<file path="src/rtl/booth_mult_pkg.sv">
// booth_mult_pkg: shared types for the radix-4 Booth sequential multiplier.
//   state_t : controller states (IDLE, CALC, DONE)
//   digit_t : recoded Booth digit (ZERO, P1, P2, M2, M1)
//   n_dig() : Booth digits per operation for a given operand width
package booth_mult_pkg;

  typedef enum logic [1:0] {
    S_IDLE = 2'd0,
    S_CALC = 2'd1,
    S_DONE = 2'd2
  } state_t;

  typedef enum logic [2:0] {
    D_ZERO = 3'd0,
    D_P1   = 3'd1,
    D_P2   = 3'd2,
    D_M2   = 3'd3,
    D_M1   = 3'd4
  } digit_t;

  // One extra digit covers the sign/zero extension bits of the multiplier.
  function automatic int n_dig(input int width);
    return width / 2 + 1;
  endfunction

endpackage

</file>
<file path="src/rtl/booth_seq_mult_if.sv">
// booth_seq_mult_if: request/response bundle of the Booth multiplier.
//   master : start, signed_mode, multiplicand, multiplier out; ready, busy,
//            valid, product in
//   slave  : the multiplier side (directions mirrored)
interface booth_seq_mult_if #(
  parameter int WIDTH = 8
) ();
  logic                 start;
  logic                 signed_mode;
  logic [WIDTH-1:0]     multiplicand;
  logic [WIDTH-1:0]     multiplier;
  logic                 ready;
  logic                 busy;
  logic                 valid;
  logic [2*WIDTH-1:0]   product;

  modport master (
    output start, signed_mode, multiplicand, multiplier,
    input  ready, busy, valid, product
  );

  modport slave (
    input  start, signed_mode, multiplicand, multiplier,
    output ready, busy, valid, product
  );
endinterface

</file>
<file path="src/rtl/booth_pp_sel.sv">
// booth_pp_sel: combinational radix-4 Booth partial-product selector.
//   trip : {y[2i+1], y[2i], y[2i-1]} for the current digit
//   a    : multiplicand, already sign/zero extended to WIDTH+2 bits
//   pp   : signed partial product digit*a, WIDTH+3 bits
module booth_pp_sel
  import booth_mult_pkg::*;
#(
  parameter int WIDTH = 8
) (
  input  logic [2:0]       trip,
  input  logic [WIDTH+1:0] a,
  output logic [WIDTH+2:0] pp
);
  localparam int PW = WIDTH + 3;
  localparam logic [PW-1:0] ONE = PW'(1);

  digit_t          dig;
  logic [PW-1:0]   a1, a2;

  // a is already a signed WIDTH+2 value, so one more sign bit holds 2a.
  assign a1 = {a[WIDTH+1], a};
  assign a2 = {a, 1'b0};

  always_comb begin
    dig = D_ZERO;
    unique case (trip)
      3'b001, 3'b010: dig = D_P1;
      3'b011:         dig = D_P2;
      3'b100:         dig = D_M2;
      3'b101, 3'b110: dig = D_M1;
      default:        dig = D_ZERO;
    endcase
  end

  always_comb begin
    pp = '0;
    unique case (dig)
      D_P1:    pp = a1;
      D_P2:    pp = a2;
      D_M1:    pp = (~a1) + ONE;
      D_M2:    pp = (~a2) + ONE;
      default: pp = '0;
    endcase
  end

endmodule

</file>
<file path="src/rtl/booth_seq_mult.sv">
// booth_seq_mult: sequential radix-4 Booth multiplier, one digit per cycle.
//   clk, rst_n : clock, synchronous active-low reset
//   bus        : booth_seq_mult_if.slave (start/signed_mode/operands in,
//                ready/busy/valid/product out)
// Optional feature: define BOOTH_MULT_EARLY_TERM_EN to finish as soon as the
// current and all remaining Booth digits are zero.
module booth_seq_mult
  import booth_mult_pkg::*;
#(
  parameter int WIDTH = 8
) (
  input  logic            clk,
  input  logic            rst_n,
  booth_seq_mult_if.slave bus
);
  localparam int ND = n_dig(WIDTH);
  localparam int AW = 2 * WIDTH + 4;
  localparam int CW = $clog2(ND + 1);
  localparam logic [CW-1:0] LAST    = CW'(ND - 1);
  localparam logic [CW-1:0] CNT_ONE = CW'(1);

  state_t             state, state_nx;
  logic [WIDTH+1:0]   a_q;
  // Multiplier with y[-1] at bit 0; shifted right two bits per digit so the
  // current triplet is always y_q[2:0].
  logic [WIDTH+2:0]   y_q;
  logic [AW-1:0]      acc, acc_nx, pp_ext;
  logic [CW-1:0]      cnt;
  logic [2*WIDTH-1:0] prod_q;
  logic [WIDTH+2:0]   pp;
  logic [WIDTH+1:0]   a_ext;
  logic [WIDTH+2:0]   y_ext;
  logic               accept, done_now;

  assign accept = bus.start && (state != S_CALC);

  assign a_ext = bus.signed_mode ? {{2{bus.multiplicand[WIDTH-1]}}, bus.multiplicand}
                                 : {2'b00, bus.multiplicand};
  assign y_ext = bus.signed_mode ? {{2{bus.multiplier[WIDTH-1]}}, bus.multiplier, 1'b0}
                                 : {2'b00, bus.multiplier, 1'b0};

  booth_pp_sel #(.WIDTH(WIDTH)) u_pp_sel (
    .trip (y_q[2:0]),
    .a    (a_q),
    .pp   (pp)
  );

  assign pp_ext = {{(AW-WIDTH-3){pp[WIDTH+2]}}, pp};
  assign acc_nx = acc + (pp_ext << {cnt, 1'b0});

`ifdef BOOTH_MULT_EARLY_TERM_EN
  // Remaining digits are all zero exactly when the remaining multiplier bits
  // (sign-filled by the shift) are all equal: only 000/111 triplets remain.
  logic zero_rest;
  assign zero_rest = (&y_q) | ~(|y_q);
  assign done_now  = (cnt == LAST) | zero_rest;
`else
  assign done_now  = (cnt == LAST);
`endif

  always_ff @(posedge clk) begin
    if (!rst_n) state <= S_IDLE;
    else        state <= state_nx;
  end

  always_comb begin
    state_nx  = state;
    bus.ready = 1'b0;
    bus.busy  = 1'b0;
    bus.valid = 1'b0;
    unique case (state)
      S_IDLE: begin
        bus.ready = 1'b1;
        if (bus.start) state_nx = S_CALC;
      end
      S_CALC: begin
        bus.busy = 1'b1;
        if (done_now) state_nx = S_DONE;
      end
      S_DONE: begin
        bus.ready = 1'b1;
        bus.valid = 1'b1;
        state_nx  = bus.start ? S_CALC : S_IDLE;
      end
      default: state_nx = S_IDLE;
    endcase
  end

  always_ff @(posedge clk) begin
    if (!rst_n) begin
      a_q    <= '0;
      y_q    <= '0;
      acc    <= '0;
      cnt    <= '0;
      prod_q <= '0;
    end else if (accept) begin
      a_q <= a_ext;
      y_q <= y_ext;
      acc <= '0;
      cnt <= '0;
    end else if (state == S_CALC) begin
      acc <= acc_nx;
      cnt <= cnt + CNT_ONE;
      y_q <= {{2{y_q[WIDTH+2]}}, y_q[WIDTH+2:2]};
      // product only moves when the result is final
      if (done_now) prod_q <= acc_nx[2*WIDTH-1:0];
    end
  end

  assign bus.product = prod_q;

endmodule

</file>
<file path="src/flat_wrapper.sv">
// flat-port wrapper written by rule: the top's interface ports become plain ports
module booth_seq_mult_flat import booth_mult_pkg::*;
#(
  parameter int WIDTH = 8
)
  (clk, rst_n, bus_start, bus_signed_mode, bus_multiplicand, bus_multiplier, bus_ready, bus_busy, bus_valid, bus_product);
  booth_seq_mult_if #(.WIDTH(WIDTH)) bus_i ();
  input  logic clk;
  input  logic rst_n;
  input wire logic [$bits(bus_i.start)-1:0] bus_start;
  input wire logic [$bits(bus_i.signed_mode)-1:0] bus_signed_mode;
  input wire logic [$bits(bus_i.multiplicand)-1:0] bus_multiplicand;
  input wire logic [$bits(bus_i.multiplier)-1:0] bus_multiplier;
  output wire logic [$bits(bus_i.ready)-1:0] bus_ready;
  output wire logic [$bits(bus_i.busy)-1:0] bus_busy;
  output wire logic [$bits(bus_i.valid)-1:0] bus_valid;
  output wire logic [$bits(bus_i.product)-1:0] bus_product;
  assign bus_i.start = bus_start;
  assign bus_i.signed_mode = bus_signed_mode;
  assign bus_i.multiplicand = bus_multiplicand;
  assign bus_i.multiplier = bus_multiplier;
  assign bus_ready = bus_i.ready;
  assign bus_busy = bus_i.busy;
  assign bus_valid = bus_i.valid;
  assign bus_product = bus_i.product;
  booth_seq_mult #(.WIDTH(WIDTH)) u_core (.clk(clk), .rst_n(rst_n), .bus(bus_i));
endmodule
</file>
<file path="config.mk">
export PLATFORM = sky130hd
export DESIGN_NAME = booth_seq_mult_flat
export DESIGN_NICKNAME = d
export VERILOG_FILES = /design/src/rtl/booth_mult_pkg.sv /design/src/rtl/booth_seq_mult_if.sv /design/src/rtl/booth_pp_sel.sv /design/src/rtl/booth_seq_mult.sv /design/src/flat_wrapper.sv
export SDC_FILE = /design/constraint.sdc
export NUM_CORES = 1
export LEC_CHECK = 0
export ABC_AREA = 1
export CELL_PAD_IN_SITES_DETAIL_PLACEMENT = 0
export CELL_PAD_IN_SITES_GLOBAL_PLACEMENT = 2
export CORE_MARGIN = 2
export CORE_UTILIZATION = 28
export DETAILED_ROUTE_END_ITERATION = 10
export PLACE_DENSITY = 0.83
export REMOVE_ABC_BUFFERS = 1
export SYNTH_ARGS = -nofsm -noshare
export SYNTH_HDL_FRONTEND = slang
export SYNTH_SLANG_ARGS = --single-unit
</file>
<file path="constraint.sdc">
create_clock -name clk -period 3.2 [get_ports clk]
set_clock_uncertainty 0.05 [all_clocks]
set_input_delay 0.48 -clock clk [delete_from_list [all_inputs] [get_ports clk]]
set_output_delay 0.48 -clock clk [all_outputs]
set_load 0.02 [all_outputs]
</file>
Word-level counts from Yosys, hierarchy flattened
Index checks and enable logic that the tools add are counted.

Register bits: 62. Logic and storage cells: 54. Output and inout port bits: 19.

Bitwise logic cells: 4. Reduce and logical (&&, ||, !) cells: 9. Shift operators: 1. Eq/ne operators: 16. Multiplexer cells: 13. Add/subtract/negate cells: 4.

Operators with widths (count): one-hot mux 11 bit (4 select lines) (1); adder 11 x 1 -> 11 bit (second input constant) (2); two-way mux 11 bit (2); NOT 11 bit (2); adder 20 bit (1); two-way mux 10 bit (2); left shift 20 x 4 -> 20 bit (1); == test 3 bit (second input constant) (5); == test 3 x 2 -> 1 bit (second input constant) (4); one-hot mux 3 bit (4 select lines) (1); OR reduction 2 bit (4); == test 3 x 1 -> 1 bit (second input constant) (2); one-hot mux 2 bit (3 select lines) (1); two-way mux 1 bit (4); two-way mux 2 bit (2); inequality test 2 x 1 -> 1 bit (second input constant) (2); adder 3 x 1 -> 3 bit (second input constant) (1); AND reduction 3 bit (1); == test 2 x 1 -> 1 bit (second input constant) (1); == test 2 bit (second input constant) (1); zero test 2 bit (1); inequality test 2 bit (second input constant) (1); NOT 1 bit (2); AND reduction 2 bit (1); 2 further kinds (2).

Depth between registers and ports, before layout
Gate-level depths: netlist (run 1).

Depth after elaboration: 7. Mapped depth: 25. Gate-level depth less buffers: 25.

Modules after synthesis
Synthesis (run 1) repeated with hierarchy kept, for this count alone.

Cell total of the unflattened synthesis: 645. Area total of the unflattened synthesis: 4047.6 µm².

Modules (own cells, without submodules): booth_seq_mult (instances 1, area an instance 3522.1 µm², cells an instance 545, sequential area each 1141.1 µm²); booth_pp_sel (instances 1, area an instance 525.5 µm², cells an instance 100, sequential area each 0.0 µm²).

Worst setup path before layout (run 1)
OpenSTA, ideal clock, no wires.

Kind: register -> register. From: reg u_core.a_q[0]. To: reg u_core.prod_q[15] (netlist: u_core.bus.product[15]). Arrival: 2.857 ns. Period minus slack after synthesis: 3.016 ns. Required time: 3.041 ns. Setup time: 0.109 ns. Path slack: 0.184 ns. Cell stages (with the launch flop): 24. Cell sequence: dfxtp_1 > inv_1 > ha_1 > nand2_2 > nor2_2 > nand3_1 > nand3_1 > nand2_1 > o21ai_0 > nand3_1 > o21ai_0 > nor2_1 > ha_1 > nand2_1 > or2_0 > nand3_1 > a21oi_2 > o21ai_2 > a21oi_1 > inv_1 > nand3_2 > nand3_1 > nand2_1 > inv_1.

Cells in the longest elaborated chain, start to end: 5.

RTL lines: start: declaration (RTL line booth_seq_mult.sv:23) `logic [WIDTH+1:0] a_q;`; start signal: assignment (RTL line booth_seq_mult.sv:97) `a_q <= a_ext;`; NOT 11 bit (on tied branches) (RTL line booth_pp_sel.sv:40, booth_pp_sel.sv:41); adder 11 x 1 -> 11 bit (on tied branches) (RTL line booth_pp_sel.sv:40, booth_pp_sel.sv:41); one-hot mux 11 bit (4 select lines) * (RTL line booth_pp_sel.sv:37) `unique case (dig)`; left shift 20 x 4 -> 20 bit * (RTL line booth_seq_mult.sv:49) `assign acc_nx = acc + (pp_ext << {cnt, 1'b0});`; adder 20 bit * (RTL line booth_seq_mult.sv:49); end signal: assignment (RTL line booth_seq_mult.sv:106) `if (done_now) prod_q <= acc_nx[2*WIDTH-1:0];`; end: declaration (RTL line booth_seq_mult.sv:29) `logic [2*WIDTH-1:0] prod_q;`.

Every way passes the cells marked *; elsewhere a longest branch is shown, timed or not. A chain may end at the register's enable or synchronous reset.

Worst setup path after layout (run 1)
From: reg u_core.a_q[1]. To: reg u_core.acc[12].

Cells in the longest elaborated chain, start to end: 5.

RTL lines: NOT 11 bit (on tied branches) (RTL line booth_pp_sel.sv:41, booth_pp_sel.sv:40); adder 11 x 1 -> 11 bit (on tied branches) (RTL line booth_pp_sel.sv:41, booth_pp_sel.sv:40); one-hot mux 11 bit (4 select lines) * (RTL line booth_pp_sel.sv:37); left shift 20 x 4 -> 20 bit * (RTL line booth_seq_mult.sv:49); adder 20 bit * (RTL line booth_seq_mult.sv:49); end signal: assignment (RTL line booth_seq_mult.sv:102) `acc <= acc_nx;`; end: declaration (RTL line booth_seq_mult.sv:27) `logic [AW-1:0] acc, acc_nx, pp_ext;`.

Marked as above.

==> metrics.csv, run 1 <==
stage;metric;value;unit
run_status;status;completed;
logic_synthesis;largest family of logic cells by synthesized area;simple AND/OR/NAND/NOR gates;
setup_path;R2R cell count;21;
place;placed wire-length estimate;7.86;mm
logic_synthesis;Adder-Cell Fraction of Synth Area;6.49;%
floorplanning;Die Y;120;um
cts;CTS clock-pin slew for the worst setup and hold paths;0.05;ns
global_route;GRT Total Usage;15.5;%
drt;DRC;0;
logic_synthesis;XOR/XNOR share of the synthesized area;3.24;%
layout;fillers;1394;
setup_path;Critical Path, Cell by Cell;inv_2, ha_4, nand2_4, o21ai_1, nand3_1, nand3_2, nand2_2, a21oi_2, a31oi_2, nor2_2, ha_4, a21oi_2, o21a_1, nand2_1, nand2_1, nand2_1, a21oi_2, o21ai_1, xor2_1, o21ai_0, inv_1;
logic_synthesis;Mapped Cells;572;
cts;CTS Buf Count;9;
drt;DRT Pass-1 Iters;4;
worst_hold_path;Hold Startpoint;u_core.acc[0]$_SDFFE_PP0P_;
global_route;pin count of the biggest net entering global routing;25;
timing;Final Hold Fails;0;
setup_path;critical path fanouts, max;3;
logic_synthesis;Post-synth EDFFs;0;
setup_path;critical path startpoint category;register;
logic_synthesis;Unique masters post-synth;44;
drt;post-route ant nets;0;
cts;CTS max path bufs;2;
logic_synthesis;Synth Warn #;0;
floorplanning;Die W;120;um
logic_synthesis;post-synthesis mux area share;0.265;%
setup_path;reg-to-reg startpoint;u_core.a_q[1]$_SDFFE_PN0P_;
logic_synthesis;area leader, netlist;dfxtp_1;
place;routability cong.;0.943;
global_route;first-pass GRT wire length;17.7;mm
setup_path;Crit path arrival time;3.28;ns
worst_hold_path;hold path depth;2;
floorplanning;Die ar.;14400;um^2
logic_synthesis;register area share after synthesis;30.2;%
timing;Final Max Tran Viols;0;
layout;Antenna Cells;0;
place;worst slack, placed;-0.169;ns
layout;Final nets;701;
power_and_ir_drop;Leakage;2.58;nW
setup_path;critical path startpoint;u_core.a_q[1]$_SDFFE_PN0P_;
cts;clk sinks;57;
floorplanning;Placeable Area;13200;um^2
drt;vias per cell;4.57;
timing;# setup viols final;0;
power_and_ir_drop;worst vdd ir;0.254;mV
drt;Vias;3850;
timing;Slew HR;66.4;%
layout;Core Util, Final;41.0;%
logic_synthesis;Synth Area in Compound Gates;17.0;%
cts;Skew-Pair Late Insertion Delay;0.33;ns
setup_path;reg2reg setup slack;0.1;ns
setup_path;crit end category;register;
timing;fin crit share;96.9;%
setup_path;slowest CP cell;dfxtp_2;
logic_synthesis;Yosys top cell area share;30.2;%
job;# Max-Cap Violations;0;
drt;Routed WL per cell;12.7;um
logic_synthesis;simple logic cell fraction of the synthesized area;32.1;%
layout;commonest non-fill, non-tap cell in the layout;nand2_1;
cts;CTS tree;done;
layout;share of layout cells above drive strength 1;25.5;%
drt;DRT iter0 DRCs;161;
setup_path;required time of the critical path;3.38;ns
logic_synthesis;largest cells by area after synthesis;dfxtp_1, nand2_1, inv_1;
cts;clock tree root driver cell;clkbuf_16;
layout;most frequent cells in the layout;nand2_1, inv_1, nor2_1;
cts;H-tree lvl count;3;
place;number of port buffers;38;
power_and_ir_drop;PwrDens;461;nW/um^2
logic_synthesis;fraction of registers with async set/reset;0;%
global_route;global route overflow;0;
floorplanning;row count;42;
floorplanning;Ports;39;
global_route;vias in the first global route;3710;
logic_synthesis;syn avg cell area;6.61;um^2
floorplanning;starting density of the core;28.7;%
setup_path;Setup Crit Path Kind;reg2reg;
global_route;initial antenna violation count;0;
logic_synthesis;flops & latches, synth;57;
timing;Slew @ Worst Pin;0.504;ns
logic_synthesis;ys flop type;dfxtp_1;
worst_hold_path;Hold Crit Class;reg2reg;
timing;RSZ-0062 raised after global routing;true;
timing;fin crit period;3.10;ns
setup_path;Crit path largest cell delay;0.32;ns
timing;Max Fclk;323;MHz
timing;worst setup margin;0.0994;ns
drt;Routed WL;10.7;mm
logic_synthesis;Post-Synthesis Cell Area;3780;um^2
layout;area grow syn2layout;42.9;%
-- worst max-delay path, delay by kind of cell, from the launching register on --
family	cells	cell delay, ns
xor gates and xnor gates	1	0.16
and+or+nand+nor	8	0.78
AOI/OAI and AO/OA	8	1.16
adders and majority gates	2	0.41
buffers and inverters	2	0.13
DFF	1	0.32
-- state kept, by name, summed over array words and instances (netlist names) --
name                count
u_core.state            2
u_core.y_q             11
u_core.a_q              9
u_core.cnt              3
u_core.acc             16
u_core.bus.product     16
-- Yosys cell counts (2+ instances only) --
library cell	number
a21oi_1	29
a21oi_2	3
a31oi_1	3
buf_1	2
buf_2	3
clkbuf_1	12
dfxtp_1	57
ha_1	18
inv_1	75
inv_2	9
nand2_1	118
nand2_2	6
nand3_1	36
nand3_2	13
nand4_1	4
nor2_1	71
nor2_2	7
nor2_4	3
nor3_1	3
o211ai_1	3
o21ai_0	49
o21ai_1	7
o221ai_1	6
o22ai_1	3
xnor2_1	4
xor2_1	10
-- final cells by class --
cell class | count | area [um^2] | area share [%]
repair buffers | 97 | 843 | 15.6
inverters | 87 | 333 | 6.16
clock inverters | 6 | 130 | 2.41
multi-input cells | 410 | 2500 | 46.2
flip-flops and latches | 57 | 1150 | 21.3
clock buffers | 10 | 229 | 4.24
well taps | 176 | 220 | 4.08
-- report_power, final --
part           internal, mW  switching [mW]  leakage (nW)  total [mW]
logic                 0.247           0.305          1.94       0.552
clock network         0.836           0.335         0.176        1.17
registers             0.741          0.0262         0.467       0.767
-- path summary, 6_finish.rpt --
path,end
max,u_core.acc[12]$_SDFFE_PP0P_
min,u_core.acc[0]$_SDFFE_PP0P_
max reg2reg,u_core.acc[12]$_SDFFE_PP0P_
min reg2reg,u_core.acc[0]$_SDFFE_PP0P_
-- cell families (layout without fill, tap and decap cells) --
kind of cell,after synthesis,after routing
adder cells (fa/ha/maj),19,19
AND/OR/NAND/NOR,264,264
XOR/XNOR,14,14
AO/OA/AOI/OAI,112,112
multiplexers,1,1
flip-flops,57,57
buffers and inverters,105,200
-- metrics by stage --
stage / setup TNS, ns / cell area (um^2) / instances / power (mW) / hold WS [ns]
3_5_place_dp: -0.795 / 4550 / 801 / 1.23 / 0.412
6_report: 0 / 5400 / 843 / 2.49 / 0.419
3_3_place_gp: -0.561 / 4550 / 801 / 1.23 / 0.405
2_1_floorplan: 0 / 3710 / 554 / 1.07 / 0.395
5_1_grt: -1.22 / 5400 / 843 / 2.62 / 0.448
4_1_cts: 0 / 5020 / 824 / 2.44 / 0.420
-- per-layer routing --
layer | GRT usage, % | up-vias | routed length, um
met5 | 0 | - | 0
met4 | 6.69 | 0 | 229
met3 | 3.44 | 12 | 326
met2 | 23.7 | 46 | 4900
met1 | 21.0 | 1761 | 5210
li1 | - | 2031 | -
-- repair_timing --
action / CTS / global route
endpoints found under the setup margin: 11 / 16
resized for setup: 20 / 54
hold buffers: 0 / 0
buffers inserted: 7 / 19
pin swaps: 15 / 38
Power figures use the tool's default switching activity.
==> run 2, diff against run 1 <==
- SETUP_SLACK_MARGIN: not set -> 0.4
==> run 2 against run 1 <==
Compared with the run above:
- via count rose by 0.94%
- critical endpoint is now u_core.acc[13]$_SDFFE_PP0P_
- register-to-register slack better by 0.03 ns
- die area is the same
- combinational power rose by 5.8%
- highest routed layer unchanged
- worst setup slack better by 0.027 ns
- cell count down 0.12%
- sequential power barely moved
- clock power barely moved
- fmax rose by 0.87%
- non-clock buffer count is 2 lower
- first-iteration DRC count decreased by 31%
- critical path depth decreased by 1
==> metrics.csv, run 2 (synthesis gave the netlist of run 1 again) <==
stage;metric;value;unit;change
worst_hold_path;Hold Startpoint;u_core.acc[0]$_SDFFE_PP0P_;;
global_route;initial antenna violation count;0;;unchanged
place;routability cong.;0.943;;unchanged
timing;Max Fclk;325;MHz;+0.87%
place;number of port buffers;38;;unchanged
setup_path;critical path startpoint;u_core.a_q[1]$_SDFFE_PN0P_;;
setup_path;R2R cell count;20;;-4.8%
power_and_ir_drop;Leakage;2.58;nW;-0.31%
cts;CTS clock-pin slew for the worst setup and hold paths;0.05;ns;about the same
floorplanning;starting density of the core;28.7;%;unchanged
job;# Max-Cap Violations;0;;unchanged
floorplanning;row count;42;;unchanged
cts;Skew-Pair Late Insertion Delay;0.33;ns;about the same
timing;Final Max Tran Viols;0;;unchanged
timing;Slew @ Worst Pin;0.513;ns;+0.00975 ns
layout;area grow syn2layout;46.1;%;
timing;fin crit share;96.1;%;-0.83 points
drt;post-route ant nets;0;;unchanged
global_route;first-pass GRT wire length;18.0;mm;+1.8%
place;worst slack, placed;-0.169;ns;unchanged
timing;Slew HR;65.7;%;-0.65 points
power_and_ir_drop;worst vdd ir;0.248;mV;-2.4%
layout;most frequent cells in the layout;nand2_1, inv_1, nor2_1;;
setup_path;reg2reg setup slack;0.13;ns;+0.03 ns
global_route;vias in the first global route;3805;;+2.6%
place;placed wire-length estimate;7.86;mm;unchanged
setup_path;critical path startpoint category;register;;
layout;Core Util, Final;41.9;%;+0.92 points
run_status;status;completed;;
setup_path;Setup Crit Path Kind;reg2reg;;
setup_path;critical path fanouts, max;4;;+1
timing;# setup viols final;0;;unchanged
floorplanning;Die Y;120;um;unchanged
drt;Routed WL;11.0;mm;+3.4%
power_and_ir_drop;Pwr Total;2.53;mW;+1.6%
timing;RSZ-0062 raised after global routing;true;;
setup_path;r2r endpoint;u_core.acc[13]$_SDFFE_PP0P_;;
layout;fillers;1363;;-2.2%
floorplanning;Die ar.;14400;um^2;unchanged
cts;CTS max path bufs;2;;unchanged
drt;Routed WL per cell;13.1;um;+3.5%
drt;DRC;0;;unchanged
floorplanning;Placeable Area;13200;um^2;unchanged
drt;DRT iter0 DRCs;111;;-31%
layout;Antenna Cells;0;;unchanged
place;Area after DPL;4550;um^2;unchanged
layout;Final nets;700;;-0.14%
floorplanning;Die W;120;um;unchanged
worst_hold_path;hold path depth;2;;unchanged
setup_path;required time of the critical path;3.39;ns;about the same
layout;commonest non-fill, non-tap cell in the layout;nand2_1;;
cts;clk sinks;57;;unchanged
drt;DRT Pass-1 Iters;4;;unchanged
worst_hold_path;Hold Crit Class;reg2reg;;
timing;worst setup margin;0.126;ns;+0.0266 ns
worst_hold_path;worst hold endpoint;u_core.acc[0]$_SDFFE_PP0P_;;
layout;fin area;5520;um^2;+2.2%
drt;Vias;3886;;+0.94%
layout;share of layout cells above drive strength 1;29.1;%;+3.6 points
setup_path;reg-to-reg startpoint;u_core.a_q[1]$_SDFFE_PN0P_;;
cts;clock tree root driver cell;clkbuf_16;;
cts;CTS Buf Count;9;;unchanged
cts;CTS tree;done;;
drt;vias per cell;4.62;;+1.1%
power_and_ir_drop;PwrDens;458;nW/um^2;-0.67%
timing;fin crit period;3.07;ns;-0.0266 ns
global_route;pin count of the biggest net entering global routing;25;;unchanged
setup_path;crit end category;register;;
setup_path;Crit path arrival time;3.26;ns;-0.02 ns
global_route;GRT Total Usage;15.8;%;+0.25 points
global_route;global route overflow;0;;unchanged
floorplanning;Ports;39;;unchanged
timing;Final Hold Fails;0;;unchanged
cts;CTS Hold Bufs;0;;unchanged
cts;H-tree lvl count;3;;unchanged
layout;footprint of the multi-input gates;2630;um^2;+5.5%
layout;register area;1150;um^2;+0.33%
## run 2: changes by cell type in the layout (fill, tap and decap cells not counted), moves of 4 or more
cell and delta:
nand2_2 +9, o21ai_0 -5, o21ai_1 +4, nand2_1 -9
## run 2: per-layer routing
metal | routed length [um] | up-vias | track usage [%]
met3 | 274 | 22 | 3.44
met5 | 0 | - | 0
met2 | 5050 | 43 | 24.4
li1 | - | 2031 | -
met4 | 312 | 0 | 6.69
met1 | 5390 | 1790 | 21.1
## run 2: worst max path at each step
stage,to,slack [ns]
after floorplan,u_core.acc[15]$_SDFFE_PP0P_,0.15
after global placement,u_core.bus.product[15]$_SDFFE_PN0P_,-0.12
after detailed placement,u_core.acc[15]$_SDFFE_PP0P_,-0.17
after CTS,u_core.acc[13]$_SDFFE_PP0P_,0.05
after global routing,u_core.bus.product[15]$_SDFFE_PN0P_,-0.11
final,u_core.acc[13]$_SDFFE_PP0P_,0.13
## run 2: layout make-up
type	instances	share of cell area (%)
tap	176	3.99
timing repair buffer	95	14.9
inverter	87	6.02
clock buffer	10	4.14
sequential	57	20.9
clock inverter	6	2.36
multi-input combinational	411	47.7
## run 2: repair_timing
| action | CTS | global route |
|---|---|---|
| pin swaps | 17 | 34 |
| buffers inserted | 17 | 7 |
| gates resized for setup | 37 | 76 |
| endpoints found under the setup margin | 22 | 26 |
| gates cloned | 0 | 1 |
## run 2: worst max-delay path, stage by stage, from the launching register on
cell and delay [ns]:
dfxtp_2 0.32, inv_2 0.08, ha_4 0.17, xor2_2 0.22
nor3_4 0.05, nor3_2 0.20, mux2i_1 0.14, buf_4 0.16
o21ai_4 0.16, nor2_4 0.07, ha_4 0.29, nand2_2 0.05
or2_1 0.23, nand3_2 0.08, a21oi_2 0.07, o21ai_2 0.20
a21oi_2 0.09, xor2_1 0.18, nand2_1 0.07, nand2_1 0.07
inv_1 0.04
## run 2: power breakdown
part           switching (mW)  total [mW]  leakage (nW)  internal (mW)
Sequential             0.0278       0.770         0.468          0.742
Clock                   0.340        1.18         0.176          0.836
Combinational           0.325       0.584          1.93          0.260
## run 2: metrics by stage
stage               hold WS (ns)  TNS (ns)  std cells
finish                     0.418         0        842
floorplan                  0.395         0        554
CTS                        0.420         0        834
detailed placement         0.412    -0.795        801
global route               0.448    -0.588        842
global placement           0.405    -0.561        801
